--- src/rtl/divisor_sweep_controller.sv ---
// divisor_sweep_controller
//
// Turns up / down / restore key levels into a bounded frequency divisor for
// the downstream divider counter.
//
// Optional feature macro: DIVSWEEP_AUTOREPEAT_EN
//   defined   : hold-to-repeat FSM (IDLE / DELAY / REPEAT) with a 16-bit
//               counter is compiled in.
//   undefined : only press edges step; holding a key gives exactly one step.
//               REPEAT_DELAY / REPEAT_RATE are ignored and dbg_state reads IDLE.
//
// Key handling:
//   key_q is the first register stage, key_qq the second. A press is
//   key_q & ~key_qq and a hold is key_q & key_qq. Holding both direction keys
//   blocks stepping. When one of them is released, the key still held is
//   treated as a fresh press. The up press term is
//   up_q & ~dn_q & (~up_qq | dn_qq), and the down term is symmetric.
//
// Handshake: none. All inputs are levels and all outputs are plain registers
// or decodes of registers. changed is high for exactly the cycle in which
// frequency_divisor shows a new value. A restore press always counts as a
// change.
//
// Timing: a key that is high before edge N is captured at edge N.
// frequency_divisor and changed update at edge N+1.

module divisor_sweep_controller #(
  parameter int              WIDTH        = 32,
  parameter logic [WIDTH-1:0] MIN_DIV      = 32'd1130,
  parameter logic [WIDTH-1:0] MAX_DIV      = 32'd1140,
  parameter logic [WIDTH-1:0] DEFAULT_DIV  = 32'd1135,
  parameter logic [WIDTH-1:0] STEP         = 32'd1,
  parameter logic             WRAP         = 1'b0,
  parameter logic [15:0]      REPEAT_DELAY = 16'd8,
  parameter logic [15:0]      REPEAT_RATE  = 16'd4
) (
  input  logic             clk,
  input  logic             reset,
  input  logic             key_up,
  input  logic             key_down,
  input  logic             key_restore,
  output logic [WIDTH-1:0] frequency_divisor,
  output logic             changed,
  output logic             at_min,
  output logic             at_max,
  output logic [1:0]       dbg_state
);

  // Repeat FSM encoding (also reported on dbg_state)
  localparam logic [1:0] ST_IDLE   = 2'd0;
  localparam logic [1:0] ST_DELAY  = 2'd1;
  localparam logic [1:0] ST_REPEAT = 2'd2;

  // Direction held by the repeat FSM
  localparam logic DIR_UP = 1'b0;
  localparam logic DIR_DN = 1'b1;

  // ---------------------------------------------------------------------------
  // Key synchronisation / edge detection registers
  // ---------------------------------------------------------------------------
  logic r_up_q;
  logic r_up_qq;
  logic r_dn_q;
  logic r_dn_qq;
  logic r_rs_q;
  logic r_rs_qq;

  // Two-stage key registers; cleared on reset so a key held through reset
  // release is seen as a new press.
  always_ff @(posedge clk) begin
    if (reset) begin
      r_up_q  <= 1'b0;
      r_up_qq <= 1'b0;
      r_dn_q  <= 1'b0;
      r_dn_qq <= 1'b0;
      r_rs_q  <= 1'b0;
      r_rs_qq <= 1'b0;
    end else begin
      r_up_q  <= key_up;
      r_up_qq <= r_up_q;
      r_dn_q  <= key_down;
      r_dn_qq <= r_dn_q;
      r_rs_q  <= key_restore;
      r_rs_qq <= r_rs_q;
    end
  end

  logic w_rs_press;
  logic w_up_press;
  logic w_dn_press;

  // Restore is a plain rising edge. A direction key counts as pressed on its
  // own rising edge, or when the other key is released while it is still held.
  assign w_rs_press = r_rs_q & ~r_rs_qq;
  assign w_up_press = r_up_q & ~r_dn_q & (~r_up_qq | r_dn_qq);
  assign w_dn_press = r_dn_q & ~r_up_q & (~r_dn_qq | r_up_qq);

  // ---------------------------------------------------------------------------
  // Divisor arithmetic (one extra bit so cur + STEP cannot overflow)
  // ---------------------------------------------------------------------------
  logic [WIDTH-1:0] r_div;
  logic             r_changed;

  logic [WIDTH:0]   w_up_sum;
  logic [WIDTH:0]   w_dn_floor;
  logic [WIDTH-1:0] w_up_val;
  logic [WIDTH-1:0] w_dn_val;

  // Candidate values for one step up and one step down from the current value
  always_comb begin
    w_up_sum   = {1'b0, r_div} + {1'b0, STEP};
    w_dn_floor = {1'b0, MIN_DIV} + {1'b0, STEP};
    if (w_up_sum > {1'b0, MAX_DIV}) begin
      w_up_val = WRAP ? MIN_DIV : MAX_DIV;
    end else begin
      w_up_val = w_up_sum[WIDTH-1:0];
    end
    if ({1'b0, r_div} < w_dn_floor) begin
      w_dn_val = WRAP ? MAX_DIV : MIN_DIV;
    end else begin
      w_dn_val = r_div - STEP;
    end
  end

  // ---------------------------------------------------------------------------
  // Step request generation
  // ---------------------------------------------------------------------------
  logic w_step_up;
  logic w_step_dn;

`ifdef DIVSWEEP_AUTOREPEAT_EN

  logic [1:0]  r_state;
  logic [15:0] r_cnt;
  logic        r_dir;

  logic [1:0]  w_state_nxt;
  logic [15:0] w_cnt_nxt;
  logic        w_dir_nxt;
  logic        w_up_hold;
  logic        w_dn_hold;
  logic        w_hold_same;

  // A key is being held on its own (the other direction key is not held)
  assign w_up_hold   = r_up_q & ~r_dn_q;
  assign w_dn_hold   = r_dn_q & ~r_up_q;
  assign w_hold_same = (r_dir == DIR_DN) ? w_dn_hold : w_up_hold;

  // Repeat FSM next-state: restore wins, a held key advances the counter,
  // anything else falls back to IDLE and may start a new press the same cycle.
  always_comb begin
    w_state_nxt = r_state;
    w_cnt_nxt   = r_cnt;
    w_dir_nxt   = r_dir;
    w_step_up   = 1'b0;
    w_step_dn   = 1'b0;
    if (w_rs_press) begin
      w_state_nxt = ST_IDLE;
      w_cnt_nxt   = 16'd0;
    end else if ((r_state != ST_IDLE) && w_hold_same) begin
      if (r_cnt == 16'd0) begin
        w_step_up   = (r_dir == DIR_UP);
        w_step_dn   = (r_dir == DIR_DN);
        w_cnt_nxt   = REPEAT_RATE - 16'd1;
        w_state_nxt = ST_REPEAT;
      end else begin
        w_cnt_nxt = r_cnt - 16'd1;
      end
    end else begin
      w_state_nxt = ST_IDLE;
      w_cnt_nxt   = 16'd0;
      if (w_up_press) begin
        w_step_up   = 1'b1;
        w_dir_nxt   = DIR_UP;
        w_cnt_nxt   = REPEAT_DELAY - 16'd1;
        w_state_nxt = ST_DELAY;
      end else if (w_dn_press) begin
        w_step_dn   = 1'b1;
        w_dir_nxt   = DIR_DN;
        w_cnt_nxt   = REPEAT_DELAY - 16'd1;
        w_state_nxt = ST_DELAY;
      end
    end
  end

  // Repeat FSM state, counter and held direction
  always_ff @(posedge clk) begin
    if (reset) begin
      r_state <= ST_IDLE;
      r_cnt   <= 16'd0;
      r_dir   <= DIR_UP;
    end else begin
      r_state <= w_state_nxt;
      r_cnt   <= w_cnt_nxt;
      r_dir   <= w_dir_nxt;
    end
  end

  assign dbg_state = r_state;

`else

  // Without auto-repeat only a press edge steps; restore still takes priority
  assign w_step_up = ~w_rs_press & w_up_press;
  assign w_step_dn = ~w_rs_press & w_dn_press;
  assign dbg_state = ST_IDLE;

`endif

  // ---------------------------------------------------------------------------
  // Divisor register and change pulse
  // ---------------------------------------------------------------------------
  logic [WIDTH-1:0] w_div_nxt;
  logic             w_changed_nxt;

  // Select the next divisor; changed only when the value really moves,
  // except restore which always pulses.
  always_comb begin
    w_div_nxt     = r_div;
    w_changed_nxt = 1'b0;
    if (w_rs_press) begin
      w_div_nxt     = DEFAULT_DIV;
      w_changed_nxt = 1'b1;
    end else if (w_step_up) begin
      w_div_nxt     = w_up_val;
      w_changed_nxt = (w_up_val != r_div);
    end else if (w_step_dn) begin
      w_div_nxt     = w_dn_val;
      w_changed_nxt = (w_dn_val != r_div);
    end
  end

  // Registered divisor and change pulse
  always_ff @(posedge clk) begin
    if (reset) begin
      r_div     <= DEFAULT_DIV;
      r_changed <= 1'b0;
    end else begin
      r_div     <= w_div_nxt;
      r_changed <= w_changed_nxt;
    end
  end

  assign frequency_divisor = r_div;
  assign changed           = r_changed;
  assign at_min            = (r_div == MIN_DIV);
  assign at_max            = (r_div == MAX_DIV);

endmodule

--- config.mk ---
export PLATFORM = sky130hd
export DESIGN_NAME = divisor_sweep_controller
export DESIGN_NICKNAME = d
export VERILOG_FILES = /design/src/rtl/divisor_sweep_controller.sv
export SDC_FILE = /design/constraint.sdc
export NUM_CORES = 1
export LEC_CHECK = 0
export CORE_ASPECT_RATIO = 0.7
export CORE_MARGIN = 3
export CORE_UTILIZATION = 60
export DETAILED_ROUTE_END_ITERATION = 8
export PLACE_DENSITY_LB_ADDON = 0.12
export SYNTH_ARGS = -nofsm -noshare
export SYNTH_HDL_FRONTEND = slang
export SYNTH_SLANG_ARGS = --single-unit
export TNS_END_PERCENT = 100
--- constraint.sdc ---
create_clock -name clk -period 5.27 [get_ports clk]
set_input_delay 1.054 -clock clk [delete_from_list [all_inputs] [get_ports clk]]
set_output_delay 1.054 -clock clk [all_outputs]
set_load 0.01 [all_outputs]
==> results of run 1 <==
[stage by stage]
stage | worst slack (ps) | hold slack, ps | util [%] | power (mW) | std cells
2_1_floorplan | 2240 | 453 | - | 0.417 | 431
5_1_grt | 1030 | 503 | 72.7 | 0.727 | 509
3_5_place_dp | 1600 | 471 | 70.7 | 0.453 | 502
3_3_place_gp | 1620 | 463 | 70.7 | 0.450 | 502
6_report | 1220 | 484 | 72.7 | 0.705 | 509
4_1_cts | 1260 | 483 | 72.7 | 0.698 | 509
[Yosys cell counts (5+ instances only)]
cell / n / area share (%)
a21oi_1: 29 / 4.5
a31oi_1: 9 / 1.8
a32oi_1: 6 / 1.6
and2_1: 5 / 0.98
and3_1: 13 / 2.5
and4_1: 5 / 1.4
buf_2: 9 / 1.4
buf_4: 6 / 1.4
clkbuf_1: 19 / 2.2
dfxtp_1: 39 / 24
ha_1: 5 / 2.0
inv_1: 8 / 0.94
nand2_1: 30 / 3.5
nand2b_1: 8 / 1.6
nand3_1: 24 / 3.8
nand4_1: 10 / 2.0
nor2_1: 34 / 4.0
nor2b_1: 9 / 1.8
nor3_1: 22 / 3.4
nor4_1: 11 / 2.2
o211ai_1: 7 / 1.6
o21ai_0: 26 / 4.1
o21ai_1: 5 / 0.78
xnor2_1: 9 / 2.5
[worst max-delay path by stage]
stage | startpoint | depth (start not counted) | end | slack (ps)
CTS | frequency_divisor[16] | 6 | at_max | 1260
floorplan | frequency_divisor[21] | 6 | at_max | 2240
global route | frequency_divisor[16] | 6 | at_max | 1030
detailed placement | frequency_divisor[16] | 6 | at_max | 1600
global placement | frequency_divisor[16] | 6 | at_max | 1620
finish | frequency_divisor[16] | 6 | at_max | 1220
[metal layers]
| layer | vias up | share of wire (%) | track usage [%] |
|---|---|---|---|
| li1 | 1627 | - | - |
| met1 | 1669 | 43 | 45.7 |
| met2 | 275 | 40 | 48.1 |
| met3 | 36 | 14 | 9.03 |
| met4 | 0 | 2.9 | 9.69 |
| met5 | - | 0 | 0 |
[sequential cells by signal, summed over array words and instances, names as in the netlist]
register and count:
r_dn_q 1, r_rs_qq 1, r_rs_q 1, r_up_qq 1, r_dn_qq 1, frequency_divisor 32, r_up_q 1, changed 1
[kinds of logic (layout without fill, tap and decap cells)]
family | count (synthesis) | count (layout) | synth area share, %
other cells | 1 | 2 | 0.117
flops | 39 | 39 | 24.4
compound gates | 121 | 121 | 25.0
buf+inv | 47 | 56 | 6.84
fa+ha+maj | 5 | 5 | 1.96
mux | 3 | 3 | 1.02
simple gates | 202 | 202 | 37.4
xor+xnor | 12 | 12 | 3.29
[placed cells by master, fill, tap and decap left out, types with 3 or more instances in the layout]
| cell type | netlist | routed |
|---|---|---|
| dfxtp_1 | 39 | 39 |
| clkdlybuf4s50_1 | 0 | 39 |
| nor2_1 | 34 | 34 |
| nand2_1 | 30 | 30 |
| a21oi_1 | 29 | 28 |
| o21ai_0 | 26 | 26 |
| nand3_1 | 24 | 24 |
| nor3_1 | 22 | 22 |
| and3_1 | 13 | 13 |
| nor4_1 | 11 | 11 |
| nand4_1 | 10 | 10 |
| xnor2_1 | 9 | 9 |
| a31oi_1 | 9 | 9 |
| nor2b_1 | 9 | 9 |
| inv_1 | 8 | 8 |
| nand2b_1 | 8 | 8 |
| o211ai_1 | 7 | 7 |
| a32oi_1 | 6 | 6 |
| and2_1 | 5 | 5 |
| and4_1 | 5 | 5 |
| o21ai_1 | 5 | 5 |
| ha_1 | 5 | 5 |
| clkbuf_8 | 0 | 5 |
| o22ai_1 | 4 | 4 |
| or3_1 | 4 | 4 |
| o21a_1 | 4 | 4 |
| nor4_4 | 3 | 3 |
| a211oi_1 | 3 | 3 |
| xor2_1 | 3 | 3 |
| o31ai_1 | 3 | 3 |
| and4b_1 | 3 | 3 |
| a21o_1 | 3 | 3 |
| a22o_1 | 3 | 3 |
[worst register-to-register path, delay by kind of cell, from the launching register on]
family | cells | cell delay, ps
flip-flops | 1 | 660
AO/OA/AOI/OAI | 2 | 300
AND/OR/NAND/NOR | 5 | 1990
adder cells (fa/ha/maj) | 1 | 470
[where the power goes]
| part | switching (mW) | internal [mW] | leakage [nW] |
|---|---|---|---|
| registers | 0.0153 | 0.301 | 0.316 |
| logic | 0.0924 | 0.0458 | 0.916 |
| clock network | 0.112 | 0.139 | 0.0513 |
[layout make-up]
class	instances	share of cell area, %
clock buffers	6	2.01
clock inverters	1	0.831
inverters	8	0.831
multi-input cells	345	61.1
flip-flops and latches	39	21.6
well taps	69	2.39
repair buffers	41	11.2
==> results.py, run 1 <==
metrics = {
    "setup_path": {
        "path_buf_inv": 1,
        "rr_worst_depth": 8,
        "cpMaxStageDelayCell": "clkdlybuf4s50_1",
        "critPathTopFamily": "simple AND/OR/NAND/NOR gates",
        "r2r_end": "frequency_divisor[2]",
        "max_stage_delay_ps": 530,
        "r2r-start": "frequency_divisor[1]",
        "critPathCaptureType": "primary output",
        "crit_required_ps": 4220,
        "cp_max_fo": 13,
        "cp_data_arrival_time_ps": 3000,
        "crit_chain": "nor4_1, or2b_4, nor4_4, and2_1, and4_1, clkdlybuf4s50_1",
        "startpoint_type": "flop",
        "ff2ff_setup_slack_ps": 1680,
        "worstSetupPathType": "reg2out",
    },
    "sta": {
        "slew_headroom_pct": 29.6,
        "finalClockSkew_ps": 13.3,
        "final.min_clock_period_ps": 4050,
        "slew_viol_final": 0,
        "tns_ps": 0,
        "worst_pin_slew_ps": 1060,
        "period_share_pct": 76.8,
        "rsz0062_at_grt": "no",
        "fmax_ghz": 0.247,
        "hold_viol": 0,
        "setup_viol": 0,
    },
    "cells_and_area": {
        "design_area_mm2": 0.00361,
        "antenna_cells": 0,
        "nNetsFinal": 450,
        "drive_above_1_share_pct": 6.14,
        "multi_input_area_mm2": 0.00221,
        "register_area_um2": 781,
        "fillCellCount": 400,
        "syn_to_final_growth_pct": 12.9,
    },
    "synthesis": {
        "async_flop_share_pct": 0,
        "ys.flop_type": "dfxtp_1",
        "yosysUniqueCellTypes": 70,
        "netlist_area_mm2": 0.00320,
        "syn_avg_cell_area_um2": 7.44,
        "synth_seq_area_share_pct": 24.4,
        "ys_warn_count": 0,
        "syn_inst": 430,
        "synth_seq_cells": 39,
        "synth_edf_count": 0,
    },
    "die": {
        "dieArea_mm2": 0.00626,
        "fp.dieH_um": 67.1,
        "placeableCoreArea_mm2": 0.00497,
        "io_pins": 42,
        "die_w_um": 93.3,
        "placementRows": 21,
        "start_util_pct": 64.4,
    },
    "clocking": {
        "cts_root_buf": "clkbuf_8",
        "post_cts_buffers": 0,
        "cts_sinks": 39,
        "clk_latency_ps": 300,
        "cts_tree": "done",
        "cts_resized": 0,
        "clock_path_buffers": 2,
        "cts_buffers": 5,
        "clkTransAtPathRegs_ps": 80,
        "h-tree-depth": 2,
        "cts_hold_buffers": 0,
    },
    "worst_hold_path": {
        "min_to": "r_rs_qq",
        "worstHoldPathType": "reg2reg",
        "min_path_cells": 1,
        "worstHoldStart": "r_rs_q",
    },
    "drt": {
        "first_iter_violations": 581,
        "drc": 0,
        "wl_um": 10000,
        "ant_nets": 0,
        "num_vias": 3607,
        "wl_per_cell_um": 19.6,
        "dr.pass1.iters": 7,
        "via_per_inst": 7.09,
    },
    "place": {
        "hpwlAfterDp_um": 6750,
        "place_area_mm2": 0.00351,
        "globalplace.congestion": 0.954,
        "io_buffers": 39,
    },
    "global_routing": {
        "grt_pass1_vias": 3196,
        "antenna_found_initial": 0,
        "grt_pass1_wl_um": 16100,
        "grt_usage_pct": 32.5,
        "grt_max_degree": 36,
        "overflow": 0,
    },
    "power_and_ir_drop": {
        "p_leak_nw": 1.28,
        "power_density_mw_per_mm2": 195,
        "ir_drop_uv": 137,
    },
    "job": {
        "drv_cap": 0,
    },
    "status": {
        "outcome": "finished clean",
    },
}
Note: power is estimated with default switching activity, not from simulation.
==> run 2: changes to the inputs <==
- CORE_UTILIZATION: 60 -> 56
- clock period: 5.27 -> 3.8 ns (I/O delays scaled with it)
==> run 2 against run 1 <==
Critical path depth did not move. Wire length fell by 0.59%. Global-route usage fell by 2.3 points. Sequential cell count did not move. Die area rose by 6.6%. Clock-buffer cell count did not move.
==> results.py, run 2 (synthesis results as in run 1) <==
metrics = {
    "cells_and_area": {
        "register_area_um2": 781,
        "final_util_pct": 69.4,
        "largest_reg_flops": 32,
        "multi_input_area_mm2": 0.00221,
        "antenna_cells": 0,
        "mostFrequentLayoutCells": "dfxtp_1, clkdlybuf4s50_1, nor2_1, nand2_1, a21oi_1",
        "drive_above_1_share_pct": 9.05,
        "syn_to_final_growth_pct": 16.4,
        "stdcell_count": 525,
        "fillCellCount": 466,
        "nNetsFinal": 462,
    },
    "die": {
        "placementRows": 22,
        "io_pins": 42,
        "placeableCoreArea_mm2": 0.00537,
        "fp.dieH_um": 69.2,
        "dieArea_mm2": 0.00667,
        "start_util_pct": 59.6,
        "die_w_um": 96.3,
    },
    "setup_path": {
        "cp_data_arrival_time_ps": 2880,
        "crit_required_ps": 3040,
        "rr_worst_depth": 8,
        "max_stage_delay_ps": 570,
        "crit_chain": "nor2_1, or4b_1, nor4_4, and2_1, and4_1, clkdlybuf4s50_1",
        "critPathCaptureType": "primary output",
        "cpMaxStageDelayCell": "or4b_1",
        "cp_max_fo": 12,
        "worstSetupPathType": "reg2out",
        "startpoint_type": "flop",
    },
    "place": {
        "globalplace.congestion": 0.916,
        "hpwlAfterDp_um": 6970,
        "placedCellCount": 517,
        "io_buffers": 39,
    },
    "clocking": {
        "cts_hold_buffers": 0,
        "post_cts_buffers": 0,
        "h-tree-depth": 2,
        "cts_buffers": 5,
        "cts_sinks": 39,
        "clk_latency_ps": 290,
        "cts_root_buf": "clkbuf_8",
        "cts_resized": 0,
        "clkTransAtPathRegs_ps": 80,
        "clock_path_buffers": 2,
        "cts_tree": "done",
    },
    "drt": {
        "wl_um": 9940,
        "drc": 0,
        "ant_nets": 0,
        "dr.pass1.iters": 6,
        "num_vias": 3572,
        "wl_per_cell_um": 18.9,
        "first_iter_violations": 410,
        "via_per_inst": 6.80,
    },
    "worst_hold_path": {
        "worstHoldPathType": "reg2reg",
        "min_path_cells": 1,
    },
    "job": {
        "drv_cap": 0,
    },
    "sta": {
        "holdWs_ps": 486,
        "period_share_pct": 95.7,
        "fmax_ghz": 0.275,
        "final.min_clock_period_ps": 3640,
        "worst_pin_slew_ps": 1030,
        "hold_viol": 0,
        "slew_viol_final": 0,
        "finalClockSkew_ps": 5.66,
        "setup_viol": 0,
        "slew_headroom_pct": 31.1,
        "rsz0062_at_grt": "no",
        "tns_ps": 0,
    },
    "global_routing": {
        "grt_pass1_vias": 3107,
        "grt_pass1_wl_um": 16100,
        "grt_max_degree": 29,
        "overflow": 0,
        "antenna_found_initial": 0,
        "grt_usage_pct": 30.2,
    },
    "power_and_ir_drop": {
        "power_density_mw_per_mm2": 272,
        "ir_drop_uv": 193,
        "p_leak_nw": 1.35,
        "p_total_mw": 1.01,
    },
    "status": {
        "outcome": "finished clean",
    },
}
==> run 2: metal layers <==
layer	global-route usage, %	vias to the layer above	routed length [um]	part of all wire [%]
met4	7.62	0	198	2.0
met3	7.81	26	1230	12
met2	41.3	245	4210	42
met1	46.4	1650	4300	43
met5	0	-	0	0
li1	-	1651	-	-
==> run 2: area by class of cell <==
class	count	area share [%]
Multi-Input combinational cell	345	59.3
Sequential cell	39	21.0
Timing Repair Buffer	53	13.3
Tap cell	72	2.42
Clock buffer	6	2.22
Clock inverter	2	0.941
Inverter	8	0.806
==> run 2: worst max-delay path, delay by kind of cell, from the launching register on <==
kind	cells	cell delay, ps
simple gates	5	1610
buf+inv	1	530
flops	1	430
==> run 2: final timing paths <==
check	start	to	slack, ps
min	r_rs_q	r_rs_qq	490
min reg2reg	r_rs_q	r_rs_qq	490
max	frequency_divisor[24]	at_max	160
max reg2reg	frequency_divisor[0]	frequency_divisor[8]	680
==> run 2: through the flow <==
| stage | setup slack [ps] | cell area, um2 |
|---|---|---|
| after floorplan | 1060 | 3200 |
| after global placement | 520 | 3600 |
| after detailed placement | 433 | 3600 |
| after CTS | 92.6 | 3720 |
| after global routing | 6.65 | 3720 |
| final | 163 | 3720 |
==> run 2: power breakdown <==
part / total (mW) / switching [mW] / leakage [nW] / internal (mW)
logic: 0.212 / 0.137 / 0.977 / 0.0748
clock network: 0.369 / 0.156 / 0.0612 / 0.213
registers: 0.432 / 0.0150 / 0.316 / 0.417
total: 1.01 / 0.308 / 1.35 / 0.704
